<file path="src/rtl/ascon_bd_sequencer_pkg.sv">
// Shared codes and bit positions for the Ascon block-data sequencer.
// Imported by the sequencer and anything that talks to the engine port.
package ascon_bd_sequencer_pkg;

  localparam logic [3:0] T_CONF    = 4'h1;
  localparam logic [3:0] T_KEY     = 4'h2;
  localparam logic [3:0] T_NONCE   = 4'h3;
  localparam logic [3:0] T_TAG     = 4'h4;
  localparam logic [3:0] T_AD      = 4'h5;
  localparam logic [3:0] T_SKIP_AD = 4'h6;
  localparam logic [3:0] T_PLAIN   = 4'h7;
  localparam logic [3:0] T_CIPHER  = 4'h8;
  localparam logic [3:0] T_OK      = 4'h9;

  localparam int CFG_TOG      = 0;
  localparam int CFG_FLAGS_LO = 1;
  localparam int CFG_FLAGS_HI = 5;
  localparam int CFG_LAST     = 6;
  localparam int CFG_TYPE_LO  = 7;
  localparam int CFG_TYPE_HI  = 10;
  localparam int CFG_ECHO     = 2;
  localparam int CFG_AUTH     = 3;

  localparam logic [3:0] MAX_BEATS = 4'd8;

  typedef enum logic [1:0] {
    ST_IDLE,
    ST_SEND,
    ST_WAIT,
    ST_RESP
  } state_t;

  function automatic logic [3:0] clamp_beats(
    input logic [3:0] n
  );
    logic [3:0] r;
    r = n;
    if (n == 4'd0)
      r = 4'd1;
    else if (n > MAX_BEATS)
      r = MAX_BEATS;
    return r;
  endfunction

  function automatic logic [15:0] pack_cfg(
    input logic [3:0] typ,
    input logic       last,
    input logic [4:0] flags,
    input logic       tog
  );
    logic [15:0] c;
    c = '0;
    c[CFG_TOG] = tog;
    c[CFG_FLAGS_HI:CFG_FLAGS_LO] = flags;
    c[CFG_LAST] = last;
    c[CFG_TYPE_HI:CFG_TYPE_LO] = typ;
    return c;
  endfunction

endpackage

</file>
<file path="src/rtl/ascon_bd_sequencer.sv">
// Splits a 128-bit request into 16-bit engine beats with toggle
// handshaking, collects the engine words and returns one response.
module ascon_bd_sequencer
  import ascon_bd_sequencer_pkg::*;
#(
  parameter int TIMEOUT_CYCLES = 1024
) (
  input  logic         clk,
  input  logic         rst,
  input  logic         s_valid,
  output logic         s_ready,
  input  logic [127:0] s_data,
  input  logic [3:0]   s_type,
  input  logic [4:0]   s_flags,
  input  logic [3:0]   s_nbeats,
  output logic         m_valid,
  input  logic         m_ready,
  output logic [127:0] m_data,
  output logic         m_auth,
  output logic         m_timeout,
  output logic [15:0]  bd_in_data,
  output logic [15:0]  bd_in_config,
  input  logic [15:0]  bd_out_data,
  input  logic [15:0]  bd_out_config
);

  localparam int CW = $clog2(TIMEOUT_CYCLES + 1);

  state_t         r_state;
  logic [127:0]   r_shift;
  logic [127:0]   r_resp;
  logic [3:0]     r_type;
  logic [4:0]     r_flags;
  logic [3:0]     r_beats;
  logic           r_tog;
  logic [CW-1:0]  r_cnt;
  logic [15:0]    r_bd_data;
  logic [15:0]    r_bd_cfg;
  logic           r_s_ready;
  logic           r_m_valid;
  logic           r_auth;
  logic           r_tmo;

  logic           w_echo;
  logic           w_last;
  logic           w_tmo;
  logic           w_unused;

  assign w_echo = (bd_out_config[CFG_ECHO] == r_tog);
  assign w_last = (r_beats == 4'd1);
  assign w_tmo  = (r_cnt == CW'(TIMEOUT_CYCLES - 1));

  assign w_unused = ^{bd_out_config[15:4],
                      bd_out_config[1:0]};

  assign s_ready      = r_s_ready;
  assign m_valid      = r_m_valid;
  assign m_data       = r_resp;
  assign m_auth       = r_auth;
  assign m_timeout    = r_tmo;
  assign bd_in_data   = r_bd_data;
  assign bd_in_config = r_bd_cfg;

  always_ff @(posedge clk or negedge rst) begin
    if (!rst) begin
      r_state   <= ST_IDLE;
      r_shift   <= '0;
      r_resp    <= '0;
      r_type    <= '0;
      r_flags   <= '0;
      r_beats   <= '0;
      r_tog     <= 1'b0;
      r_cnt     <= '0;
      r_bd_data <= '0;
      r_bd_cfg  <= '0;
      r_s_ready <= 1'b0;
      r_m_valid <= 1'b0;
      r_auth    <= 1'b0;
      r_tmo     <= 1'b0;
    end else begin
      unique case (r_state)
        ST_IDLE: begin
          r_s_ready <= 1'b1;
          if (s_valid && r_s_ready) begin
            r_shift   <= s_data;
            r_type    <= s_type;
            r_flags   <= s_flags;
            r_beats   <= clamp_beats(s_nbeats);
            r_resp    <= '0;
            r_auth    <= 1'b0;
            r_tmo     <= 1'b0;
            r_s_ready <= 1'b0;
            r_state   <= ST_SEND;
          end
        end
        ST_SEND: begin
          r_bd_data <= r_shift[127:112];
          r_bd_cfg  <= pack_cfg(r_type, w_last,
                                r_flags, ~r_tog);
          r_tog     <= ~r_tog;
          r_cnt     <= '0;
          r_state   <= ST_WAIT;
        end
        ST_WAIT: begin
          if (w_echo) begin
            r_resp  <= {r_resp[111:0], bd_out_data};
            r_shift <= {r_shift[111:0], 16'h0000};
            r_beats <= r_beats - 4'd1;
            r_cnt   <= '0;
            if (w_last) begin
              r_auth    <= bd_out_config[CFG_AUTH];
              r_m_valid <= 1'b1;
              r_state   <= ST_RESP;
            end else begin
              r_state <= ST_SEND;
            end
          end else if (w_tmo) begin
            // give up on this beat; partial words stay in r_resp
            r_tmo     <= 1'b1;
            r_m_valid <= 1'b1;
            r_state   <= ST_RESP;
          end else begin
            r_cnt <= r_cnt + CW'(1);
          end
        end
        ST_RESP: begin
          if (m_ready) begin
            r_m_valid <= 1'b0;
            r_s_ready <= 1'b1;
            r_state   <= ST_IDLE;
          end
        end
        default: r_state <= ST_IDLE;
      endcase
    end
  end

endmodule

</file>
<file path="config.mk">
export PLATFORM = sky130hd
export DESIGN_NAME = ascon_bd_sequencer
export DESIGN_NICKNAME = d
export VERILOG_FILES = /design/src/rtl/ascon_bd_sequencer_pkg.sv /design/src/rtl/ascon_bd_sequencer.sv
export SDC_FILE = /design/constraint.sdc
export NUM_CORES = 1
export LEC_CHECK = 0
export ABC_CLOCK_PERIOD_IN_PS = 4300
export CELL_PAD_IN_SITES_DETAIL_PLACEMENT = 1
export CELL_PAD_IN_SITES_GLOBAL_PLACEMENT = 1
export CORE_ASPECT_RATIO = 1.75
export CORE_MARGIN = 1.5
export CORE_UTILIZATION = 39
export CTS_CLUSTER_DIAMETER = 150
export DETAILED_ROUTE_END_ITERATION = 8
export HOLD_SLACK_MARGIN = 0.08
export PLACE_DENSITY_LB_ADDON = 0.1
export SLEW_MARGIN = 10
export SYNTH_ARGS = -nofsm -noshare
export SYNTH_HDL_FRONTEND = slang
export SYNTH_SLANG_ARGS = --single-unit
</file>
<file path="constraint.sdc">
create_clock -name clk -period 4.3 [get_ports clk]
set_input_delay 0.645 -clock clk [delete_from_list [all_inputs] [get_ports clk]]
set_output_delay 0.645 -clock clk [all_outputs]
set_load 0.05 [all_outputs]
</file>
==> flow_metrics.env <==
export IMPL_first_global_vias=11900
export IMPL_max_freq_mhz=379
export IMPL_post_syn_area_per_cell_um2=9.14
export IMPL_ys_warnings_count=0
export IMPL_postSynthCellCount=1435
export IMPL_fp_dieH_um=246
export IMPL_design_core_area_um2=33000
export IMPL_cell_type_of_the_slowest_stage_on_the_worst_timing_path="sky130_fd_sc_hd__dfrtp_1"
export IMPL_place_detailed_hpwl_um=29300
export IMPL_grt_overflow_total=0
export IMPL_detail_route_wirelength_um=43300
export IMPL_area_growth_synth_to_final_pct=35.2
export IMPL_worst_endpoint_arrival_ps=3130
export IMPL_ctsLongestPathBuffers=3
export IMPL_grt_first_pass_wirelength_um=67100
export IMPL_clkLatencyLatePin_ps=570
export IMPL_grt_start_max_net_pins=233
export IMPL_p_leak_uw=0.00823
export IMPL_power_density_nw_per_um2=710
export IMPL_worstHoldPathType="in2async"
export IMPL_remaining_design_rule_violation_count=0
export IMPL_ys_seq_area_frac=0.597
export IMPL_share_of_cells_above_drive_strength_1=0.0654
export IMPL_vdd_ir_drop_worst_mv=0.602
export IMPL_finish_net_count=1883
export IMPL_commonest_cells_post_synth="sky130_fd_sc_hd__nand2_1, sky130_fd_sc_hd__dfrtp_1, sky130_fd_sc_hd__nand3_1, sky130_fd_sc_hd__nor2_1, sky130_fd_sc_hd__a31oi_1"
export IMPL_rows=88
export IMPL_ctsHoldBuffers=0
export IMPL_synth_flop_cell="sky130_fd_sc_hd__dfrtp_1"
export IMPL_ctsResizeCount=0
export IMPL_worstPathRequired_ps=4790
export IMPL_setup_repair_after_global_routing_missed_its_margin="false"
export IMPL_crit_fanout=57
export IMPL_finalSetupTns_ps=0
export IMPL_async_set_or_reset_register_ratio_after_synthesis=1.00
export IMPL_tritoncts="yes"
export IMPL_worstSetupStartpoint="r_state[1]"
export IMPL_outcome="completed"
export IMPL_htreeDepth=1
export IMPL_cp_cell_sequence="nand2b_4, o21ai_4, buf_4, o21ai_0, a22oi_1"
export IMPL_cts_clk_slew_worst_paths_ps=70
export IMPL_critPathKind="reg2reg"
export IMPL_fin_area_um2=17700
export IMPL_buffer_ports_inserted=321
export IMPL_num_io_pins=341
export IMPL_cp_buffers_inverters=1
export IMPL_viasPerCell=5.21
export IMPL_crit_path_end_kind="flip-flop"
export IMPL_synth_area_um2=13100
export IMPL_ys_types=46
export IMPL_post_synth_top_count_cell="sky130_fd_sc_hd__nand2_1"
export IMPL_headroom_to_the_max_slew_limit=0.233
export IMPL_tritoncts_num_sinks=313
export IMPL_dieArea_um2=34800
export IMPL_post_synth_edffs=0
export IMPL_timing_clock_skew_ps=12.8
export IMPL_floorplan_die_width_um=142
export IMPL_number_of_antenna_violations_at_the_first_check_in_global_routing=7
export IMPL_drt_pre_antenna_iters=4
export IMPL_tightest_slew_ps=1150
export IMPL_dpl_instance_area_um2=16600
export IMPL_worst_setup_path_start_kind="flip-flop"
export IMPL_synth_seq_cells=313
export IMPL_routabilityCongestion=0.782
export IMPL_cts_root_buffer_cell="sky130_fd_sc_hd__clkbuf_16"
export IMPL_hold_viol_final=0
export IMPL_initial_utilization=0.397
export IMPL_postCtsSetupBuffers=0
export IMPL_wl_per_cell_um=20.3
export IMPL_cts_buffers=31
export IMPL_synth_area_leaders="sky130_fd_sc_hd__dfrtp_1, sky130_fd_sc_hd__nand2_1, sky130_fd_sc_hd__a31oi_1"
export IMPL_timing_critical_path_slowest_cell_delay_ps=620
export IMPL_final_min_clock_period_ps=2640
export IMPL_r2r_start="r_state[1]"
export IMPL_first_iteration_detailed_routing_drc_count=506
export IMPL_synth_top_area_frac=0.597
export IMPL_ant_nets=0
export IMPL_cap_viol_max_count=0
export IMPL_post_synth_top_area_cell="sky130_fd_sc_hd__dfrtp_1"
export IMPL_grt_use_total=0.248
export IMPL_period_share=0.614
export IMPL_setup_viol=0
export IMPL_worst_path_dominant_cell_family="compound AO/OA/AOI/OAI gates"
export IMPL_num_vias=11100
export IMPL_maxSlewViolCount=0
## per-layer routing
layer / share of wire / global-route usage / routed length, um
met4: 0.030 / 0.0849 / 1320
met1: 0.37 / 0.271 / 16200
met5: 0.0010 / 0 / 45
met3: 0.060 / 0.0588 / 2590
met2: 0.54 / 0.462 / 23200
## kinds of logic after synthesis
group	Yosys count	synth area share
DFF	313	0.597
AOI/OAI and AO/OA	169	0.0856
buffers and inverters	118	0.0409
muxes	26	0.0223
and+or+nand+nor	802	0.248
other	1	0.000286
xor gates and xnor gates	3	0.00258
adders and majority gates	3	0.00286
## final cells by class
class	instances	area, um^2
Antenna cell	5	12.5
Timing Repair Buffer	343	3460
Clock inverter	17	225
Multi-Input combinational cell	1008	4820
Clock buffer	41	863
Sequential cell	313	7830
Fill cell	3762	15300
Tap cell	405	507
Inverter	6	22.5
## registers in the layout, summed over array words and instances, names as in the netlist
signal and count:
m_data 128, r_shift 128, bd_in_data 16, bd_in_config 11, r_cnt 11, r_flags 5
r_beats 4, r_type 4, r_state 2, m_auth 1, m_timeout 1, m_valid 1
s_ready 1
## final timing paths
path / endpoint / slack (ps) / cells after the start
worst max-delay path: r_beats[2] / 1660 / 5
worst min-delay path: bd_in_data[6] / 50 / 1
worst max register to register: r_beats[2] / 1660 / 5
worst min register to register: m_data[125] / 470 / 2
max in group asynchronous: m_data[80] / 3190 / 2
min in group clk: m_data[125] / 470 / 2
## cells in the final DEF (no fill, tap or decap), types with 2 or more instances in the layout
cell and instances:
sky130_fd_sc_hd__mux2_2 26, sky130_fd_sc_hd__nor2_1 119, sky130_fd_sc_hd__dfrtp_1 313, sky130_fd_sc_hd__buf_4 16, sky130_fd_sc_hd__a2bb2oi_1 2, sky130_fd_sc_hd__a21oi_1 6
sky130_fd_sc_hd__nor3_1 7, sky130_fd_sc_hd__ha_1 3, sky130_fd_sc_hd__clkinvlp_4 3, sky130_fd_sc_hd__nand3_1 134, sky130_fd_sc_hd__a22o_1 16, sky130_fd_sc_hd__and3_1 4
sky130_fd_sc_hd__clkinv_2 7, sky130_fd_sc_hd__conb_1 5, sky130_fd_sc_hd__buf_12 6, sky130_fd_sc_hd__clkdlybuf4s50_1 320, sky130_fd_sc_hd__nand2_1 523, sky130_fd_sc_hd__a211o_1 3
sky130_fd_sc_hd__nand2b_1 2, sky130_fd_sc_hd__clkbuf_8 5, sky130_fd_sc_hd__bufinv_16 5, sky130_fd_sc_hd__a31oi_1 117, sky130_fd_sc_hd__diode_2 5, sky130_fd_sc_hd__clkbuf_16 31
sky130_fd_sc_hd__clkbuf_1 5, sky130_fd_sc_hd__inv_1 6, sky130_fd_sc_hd__a32o_1 2, sky130_fd_sc_hd__o21ai_0 10
## stage by stage
stage               utilization  worst slack [ps]  std cells  power [uW]  hold WS (ps)
detailed placement        0.504              1390       2075        9780           459
floorplan                     -              2470       1439        8010           349
global route              0.537              1410       2137       13400           128
CTS                       0.537              1570       2133       12800           101
global placement          0.504              1440       2075        9610           451
finish                    0.537              1660       2138       12600          54.4
## where the power goes
| part | leakage, uW | internal (uW) | switching [uW] |
|---|---|---|---|
| Clock | 0.000531 | 1710 | 1200 |
| Combinational | 0.00376 | 1690 | 3510 |
| Sequential | 0.00394 | 3880 | 612 |
| Total | 0.00823 | 7280 | 5320 |
Note: power is estimated with default switching activity, not from simulation.
